==> src/rtl/useq_ctrl_sequencer.sv <==
// Microprogram sequencer: steps an external microcode ROM one word per cycle, with
// conditional branches, a return stack, instruction fetch handshake, stall, halt and error freeze.
module useq_ctrl_sequencer #(
    parameter int INSTR_W     = 8,
    parameter int UADDR_W     = 8,
    parameter int CTRL_W      = 28,
    parameter int OPC_LSB     = 0,
    parameter int OPC_W       = 3,
    parameter int DEC_BASE    = 16,
    parameter int DEC_SHIFT   = 2,
    parameter int N_COND      = 4,
    parameter int COND_SEL_W  = 2,
    parameter int STACK_DEPTH = 4,
    parameter int RESET_ADDR  = 0
) (
    input  logic                                        clk,
    input  logic                                        rst_n,
    input  logic [INSTR_W-1:0]                          instr_i,
    input  logic                                        instr_valid_i,
    output logic                                        instr_ready_o,
    input  logic [N_COND-1:0]                           cond_i,
    input  logic                                        stall_i,
    output logic [UADDR_W-1:0]                          uaddr_o,
    input  logic [CTRL_W+3+1+COND_SEL_W+UADDR_W-1:0]    uword_i,
    output logic [CTRL_W-1:0]                           ctrl_o,
    output logic [INSTR_W-1:0]                          ir_o,
    output logic                                        eoi_o,
    output logic                                        halted_o,
    output logic                                        err_o
);

    localparam int SP_W  = $clog2(STACK_DEPTH + 1);
    localparam int IDX_W = (STACK_DEPTH > 1) ? $clog2(STACK_DEPTH) : 1;

    typedef enum logic [2:0] {
        OP_NEXT   = 3'd0,
        OP_JUMP   = 3'd1,
        OP_COND   = 3'd2,
        OP_CALL   = 3'd3,
        OP_RET    = 3'd4,
        OP_DECODE = 3'd5,
        OP_FETCH  = 3'd6,
        OP_HALT   = 3'd7
    } op_e;

    logic [UADDR_W-1:0]    upc_q, upc_d;
    logic [SP_W-1:0]       sp_q, sp_d;
    logic [INSTR_W-1:0]    ir_q, ir_d;
    logic                  halted_q, halted_d;
    logic                  err_q, err_d;
    logic [UADDR_W-1:0]    stack_q [STACK_DEPTH];

    logic [CTRL_W-1:0]     w_ctrl;
    op_e                   w_op;
    logic                  w_inv;
    logic [COND_SEL_W-1:0] w_csel;
    logic [UADDR_W-1:0]    w_target;

    logic [UADDR_W-1:0]    upc_inc;
    logic [IDX_W-1:0]      push_idx, pop_idx;
    logic [OPC_W-1:0]      opc;
    logic                  cond_bit;
    logic                  active;
    logic                  push_en;
    logic                  ready_c, eoi_c;
    logic [CTRL_W-1:0]     ctrl_c;

    assign w_ctrl   = uword_i[CTRL_W-1:0];
    assign w_op     = op_e'(uword_i[CTRL_W +: 3]);
    assign w_inv    = uword_i[CTRL_W+3];
    assign w_csel   = uword_i[CTRL_W+4 +: COND_SEL_W];
    assign w_target = uword_i[CTRL_W+4+COND_SEL_W +: UADDR_W];

    assign upc_inc  = upc_q + UADDR_W'(1);
    assign push_idx = IDX_W'(sp_q);
    assign pop_idx  = IDX_W'(sp_q - SP_W'(1));
    assign opc      = ir_q[OPC_LSB +: OPC_W];
    // Stall, halt and a stack error all freeze the sequencer identically.
    assign active   = rst_n && !stall_i && !halted_q && !err_q;

    // Selects beyond the implemented condition inputs read as 0.
    always_comb begin
        cond_bit = 1'b0;
        for (int i = 0; i < N_COND; i++) begin
            if (w_csel == COND_SEL_W'(i)) cond_bit = cond_i[i];
        end
    end

    always_comb begin
        upc_d    = upc_q;
        sp_d     = sp_q;
        ir_d     = ir_q;
        halted_d = halted_q;
        err_d    = err_q;
        push_en  = 1'b0;
        ready_c  = 1'b0;
        eoi_c    = 1'b0;
        ctrl_c   = '0;
        if (active) begin
            ctrl_c = w_ctrl;
            unique case (w_op)
                OP_NEXT: upc_d = upc_inc;
                OP_JUMP: upc_d = w_target;
                OP_COND: upc_d = (cond_bit ^ w_inv) ? w_target : upc_inc;
                OP_CALL: begin
                    if (sp_q == SP_W'(STACK_DEPTH)) begin
                        err_d = 1'b1;
                    end else begin
                        push_en = 1'b1;
                        sp_d    = sp_q + SP_W'(1);
                        upc_d   = w_target;
                    end
                end
                OP_RET: begin
                    if (sp_q == '0) begin
                        err_d = 1'b1;
                        upc_d = UADDR_W'(RESET_ADDR);
                    end else begin
                        sp_d  = sp_q - SP_W'(1);
                        upc_d = stack_q[pop_idx];
                    end
                end
                OP_DECODE: upc_d = UADDR_W'(DEC_BASE) + UADDR_W'(32'(opc) << DEC_SHIFT);
                OP_FETCH: begin
                    ready_c = 1'b1;
                    if (instr_valid_i) begin
                        eoi_c = 1'b1;
                        ir_d  = instr_i;
                        upc_d = w_target;
                    end
                end
                OP_HALT: halted_d = 1'b1;
                default: upc_d = upc_q;
            endcase
        end
    end

    always_ff @(posedge clk or negedge rst_n) begin
        if (!rst_n) begin
            upc_q    <= UADDR_W'(RESET_ADDR);
            sp_q     <= '0;
            ir_q     <= '0;
            halted_q <= 1'b0;
            err_q    <= 1'b0;
            for (int i = 0; i < STACK_DEPTH; i++) stack_q[i] <= '0;
        end else begin
            upc_q    <= upc_d;
            sp_q     <= sp_d;
            ir_q     <= ir_d;
            halted_q <= halted_d;
            err_q    <= err_d;
            if (push_en) stack_q[push_idx] <= upc_inc;
        end
    end

    assign uaddr_o       = upc_q;
    assign ctrl_o        = ctrl_c;
    assign instr_ready_o = ready_c;
    assign eoi_o         = eoi_c;
    assign ir_o          = ir_q;
    assign halted_o      = halted_q;
    assign err_o         = err_q;

endmodule

==> config.mk <==
export PLATFORM = sky130hd
export DESIGN_NAME = useq_ctrl_sequencer
export DESIGN_NICKNAME = d
export VERILOG_FILES = /design/src/rtl/useq_ctrl_sequencer.sv
export SDC_FILE = /design/constraint.sdc
export NUM_CORES = 1
export LEC_CHECK = 0
export ABC_AREA = 1
export ABC_CLOCK_PERIOD_IN_PS = 4300
export CAP_MARGIN = 20
export CELL_PAD_IN_SITES_DETAIL_PLACEMENT = 0
export CELL_PAD_IN_SITES_GLOBAL_PLACEMENT = 2
export CORE_UTILIZATION = 27
export DETAILED_ROUTE_END_ITERATION = 6
export GPL_TIMING_DRIVEN = 0
export PLACE_DENSITY_LB_ADDON = 0.25
export SKIP_LAST_GASP = 1
export SYNTH_ARGS = -nofsm -noshare
export SYNTH_HDL_FRONTEND = slang
export SYNTH_SLANG_ARGS = --single-unit
export TNS_END_PERCENT = 100
==> constraint.sdc <==
create_clock -name clk -period 4.3 [get_ports clk]
set_input_delay 0.645 -clock clk [delete_from_list [all_inputs] [get_ports clk]]
set_output_delay 0.645 -clock clk [all_outputs]
set_load 0.02 [all_outputs]
Word-level counts from Yosys, hierarchy flattened
Index checks and enable logic that the tools add are counted.
{"block": "classes", "addsub": 4, "n_lt_le_gt_ge": 3, "n_eq_ne": 16, "mux": 30, "bitwise": 3, "reduce_logical": 17}
{"op": "8-bit two-way mux", "count": 7}
{"op": "8-bit case mux with 7 select lines", "count": 1}
{"op": "32-bit bitwise mux", "count": 1}
{"op": "28-bit two-way mux", "count": 1}
{"op": "8-bit binary-select mux with 2-bit select", "count": 1}
{"op": "8-bit demux with 2-bit select", "count": 1}
{"op": "3-bit == test (second input constant)", "count": 5}
{"op": "1-bit two-way mux", "count": 14}
{"op": "4-bit AND reduction", "count": 3}
{"op": "2-bit inequality test (second input constant)", "count": 5}
{"op": "8-bit by 1-bit adder with 8-bit output (second input constant)", "count": 1}
{"op": "7-bit nonzero test", "count": 1}
{"op": "5-bit by 5-bit adder with 6-bit output (first input constant)", "count": 1}
{"op": "3-bit by 2-bit == test with 1-bit output (second input constant)", "count": 2}
{"op": "3-bit >= comparator (second input constant)", "count": 2}
{"op": "3-bit logical NOT", "count": 2}
{"op": "3-bit two-way mux", "count": 2}
{"op": "2-bit NOT with 3-bit output", "count": 2}
{"op": "3-bit case mux with 2 select lines", "count": 1}
{"op": "2-bit == test (second input constant)", "count": 2}
{"op": "1-bit logical AND", "count": 4}
{"op": "3-bit by 1-bit adder with 3-bit output (second input constant)", "count": 1}
{"op": "3-bit by 1-bit == test with 1-bit output (second input constant)", "count": 1}
{"op": "1-bit logical NOT", "count": 3}
{"op": "9 further kinds", "count": 9}
{"block": "word_totals", "ff_bits": 53, "in_bits": 58, "output_inout_bits": 48, "wordCells": 82}

Logic depth before layout (Yosys ltp)
{"block": "depth", "word_depth": 8, "depth_mapped": 15, "depth_no_buf": 12}

Least setup slack after synthesis
Ideal clock, no wire load.
{"block": "synth_timing", "path_kind": "input port to output port", "start": "input port uword_i[30]", "end": "output port eoi_o", "arrival_time_ns": 1.756, "t_required_ns": 3.655, "setup_slack_ns": 1.899, "path_stages": 5, "path_buffers": 1, "path_cell_list": "clkbuf_2 nand3_1 nor2_1 nand2_1 clkinv_1"}
{"block": "synth_between", "elab_chain_cells": 3}
{"element": "start, declared", "line_no": "24", "source": "input logic [CTRL_W+3+1+COND_SEL_W+UADDR_W-1:0] uword_i,"}
{"element": "3-bit == test", "line_no": "101", "source": "unique case (w_op)"}
{"element": "1-bit two-way mux", "line_no": "101"}
{"element": "1-bit two-way mux", "line_no": "99", "source": "if (active) begin"}
{"element": "end, declared", "line_no": "27", "source": "output logic eoi_o,"}
No other way between the ends.

Worst setup path after layout
{"block": "layout_timing", "start": "input port rst_n", "end": "output port ctrl_o[7]"}
{"block": "layout_between", "elab_chain_cells": 4}
{"element": "start, declared", "line_no": "17", "source": "input logic rst_n,"}
{"element": "1-bit logical AND (3 in a row)", "line_no": "79", "source": "assign active = rst_n && !stall_i && !halted_q && !err_q;"}
{"element": "28-bit two-way mux", "line_no": "99"}
{"element": "end, declared", "line_no": "25", "source": "output logic [CTRL_W-1:0] ctrl_o,"}
No other way between the ends.

==> flow_metrics.env <==
export IMPL_crit_type="input port to primary output"
export IMPL_timing_final_crit_share_pct=79.9
export IMPL_r2r_end="uaddr_o[0]$_DFFE_PN0P_"
export IMPL_gp_congestion=0.706
export IMPL_crit_fanout=28
export IMPL_synth_edf_count=0
export IMPL_grt_util_all_layers_pct=16.7
export IMPL_drtIter0Drc=98
export IMPL_drc=0
export IMPL_met1_length_mm=4.85
export IMPL_hold_path_class="input port to async pin"
export IMPL_via_per_inst=4.40
export IMPL_vias=3179
export IMPL_die_h_um=112
export IMPL_synth_top_area_cell="dfrtp_1"
export IMPL_start_util_pct=28.2
export IMPL_yosysMostFrequentCell="nand2_1"
export IMPL_rrSetupSlack_ps=1450
export IMPL_crit_required_ps=3650
export IMPL_ys_seq_area_share_pct=40.3
export IMPL_synthFlopType="dfrtp_1"
export IMPL_cts_sinks=53
export IMPL_boundaryPins=106
export IMPL_pwr_share_comb_pct=10.2
export IMPL_pre_cts_ws_ps=778
export IMPL_wl_met3_um=281
export IMPL_post_cts_resized=0
export IMPL_r2r_cells=14
export IMPL_pwr_share_clk_pct=43.8
export IMPL_synth_cells=466
export IMPL_holdBufCountCts=0
export IMPL_io_buffers=104
export IMPL_clock_path_buffers=2
export IMPL_yosysUniqueCellTypes=32
export IMPL_avgRoutedWirePerCell_um=14.2
export IMPL_fin_ws_ps=863
export IMPL_post_synth_top_area_fraction_pct=40.3
export IMPL_synth_common_cells="134 x nand2_1, 69 x inv_1, 68 x nor2_1, 53 x dfrtp_1, 31 x nand3_1"
export IMPL_first_pass_iters=4
export IMPL_wl_mm=10.2
export IMPL_startpoint="rst_n"
export IMPL_ir_drop_v=0.000175
export IMPL_endpoint_kind="primary output"
export IMPL_htreeDepth=2
export IMPL_grt_max_degree=29
export IMPL_arrival_ps=2790
export IMPL_final_antenna_net_count=0
export IMPL_overflow=0
export IMPL_timing_critical_path_to="ctrl_o[7]"
export IMPL_first_global_vias=3213
export IMPL_grt_pass1_wl_mm=16.5
export IMPL_dpl_cell_count=714
export IMPL_synth_seq_cells=53
export IMPL_synth_async_sr_flop_share_pct=100
export IMPL_slew_headroom_pct=54.6
export IMPL_cts_root_buf="clkbuf_16"
export IMPL_tightest_slew_ps=678
export IMPL_timing_fmax_ghz=0.291
export IMPL_antenna_found_initial=0
export IMPL_powerDensity_mw_per_mm2=230
export IMPL_cts_tree="built"
export IMPL_final_nets=642
export IMPL_status="finished clean"
export IMPL_clk_pin_slew_ps=80
export IMPL_core_area_mm2=0.0117
export IMPL_top_layer_used="met4"
export IMPL_dieArea_mm2=0.0126
export IMPL_die_w_um=112
export IMPL_diodes=0
export IMPL_maxCapViolations=0
export IMPL_area_growth_pct=42.6
export IMPL_synth_nets=530
export IMPL_postCtsSetupRepairBufs=0
export IMPL_rows=39
export IMPL_power_mw=1.08
export IMPL_rsz0062_at_grt="no"
export IMPL_fin_hold_ws_ps=379
export IMPL_fin_area_mm2=0.00470
export IMPL_startpoint_type="input port"
export IMPL_ys_warn_count=0
export IMPL_syn_area_per_cell_um2=7.07
export IMPL_synth_area_leaders="dfrtp_1 40%, nand2_1 15%, inv_1 7.9%"
export IMPL_finalHoldViolCount=0
export IMPL_internal_power_mw=0.834
export IMPL_r2r_start="sp_q[0]$_DFFE_PN0P_"
export IMPL_setup_viol=0
export IMPL_fin_skew_ps=7.69
export IMPL_clk_latency_ps=300
export IMPL_cts_made_buffers=5
export IMPL_wl_met2_mm=5.05
export IMPL_finalMaxSlewViolations=0
export IMPL_cellLeakagePower_nw=2.34
export IMPL_fin_crit_ps=3440
export IMPL_dp_hpwl_mm=7.86
export IMPL_power_switching_mw=0.248
export IMPL_place_area_mm2=0.00453
export IMPL_layout_cells_non_filler=722
export IMPL_syn_area_mm2=0.00329
export IMPL_drive_gt1_share_pct=9.84
export IMPL_p_sw_share_pct=22.9
export IMPL_seq_power_share_pct=46.0
## stage by stage
step                TNS [ps]  utilization [%]
floorplan                  0                -
global placement      -45500             38.7
detailed placement         0             38.8
CTS                        0             40.3
global route               0             40.3
finish                     0             40.3
## flip-flops by register name, indices dropped and copies added (netlist names)
name	count
ir_o	8
err_o	1
sp_q	3
stack_q	32
uaddr_o	8
halted_o	1
## power by group through the flow
stage | combinational, mW | clock, mW | sequential, mW
6_report | 0.110 | 0.474 | 0.498
5_1_grt | 0.123 | 0.509 | 0.498
4_1_cts | 0.112 | 0.486 | 0.498
3_5_place_dp | 0.111 | 0 | 0.508
3_3_place_gp | 0.109 | 0 | 0.508
2_1_floorplan | 0.0367 | 0 | 0.508
## worst max-delay path, stage by stage
cell and delay [ps]:
buf_2 530, nand3_1 290, clkbuf_1 280, clkbuf_1 260
nor2_1 150, clkdlybuf4s50_1 620
## how the worst min path moves through the flow
stage	from	endpoint	slack [ps]	depth (start not counted)
after global routing	rst_n	stack_q[10]$_DFFE_PN0P_	430	1
after global placement	stack_q[26]$_DFFE_PN0P_	stack_q[26]$_DFFE_PN0P_	450	2
after detailed placement	stack_q[26]$_DFFE_PN0P_	stack_q[26]$_DFFE_PN0P_	460	2
final	rst_n	stack_q[2]$_DFFE_PN0P_	380	1
after floorplan	rst_n	err_o$_DFFE_PN0P_	350	0
after CTS	rst_n	stack_q[7]$_DFFE_PN0P_	410	1
## layout make-up
type,count,area [um^2]
sequential,53,1330
inverter,76,287
fill,1221,6970
buffer,12,81.3
multi-input combinational,325,1600
clock buffer,6,129
clock inverter,2,38.8
tap,143,179
timing repair buffer,105,1060
## logic make-up after synthesis
| family | synth area share (%) |
|---|---|
| simple gates | 31.1 |
| buf+inv | 11.2 |
| compound gates | 13.6 |
| flops | 40.3 |
| xor+xnor | 1.60 |
| fa+ha+maj | 2.28 |
## placed cells by master, fill, tap and decap left out, types with 2 or more instances in the layout
master	instances
nand2_1	134
clkdlybuf4s50_1	103
inv_1	69
nor2_1	68
dfrtp_1	53
nand3_1	31
o21ai_0	22
o21ai_2	17
o21ai_1	11
xor2_1	6
ha_1	6
buf_2	5
a21oi_1	5
clkbuf_16	5
clkbuf_1	4
inv_2	4
buf_6	4
nand2_2	3
nor2_2	3
nand2_4	3
a21oi_2	3
clkinv_1	2
a21oi_4	2
nor2_4	2
o22ai_1	2
## metal layers
layer	vias up	global-route usage [%]
met2	45	28.6
met1	1469	22.4
met4	0	2.67
met3	4	3.08
met5	-	0
li1	1661	-
Power figures use the tool's default switching activity.
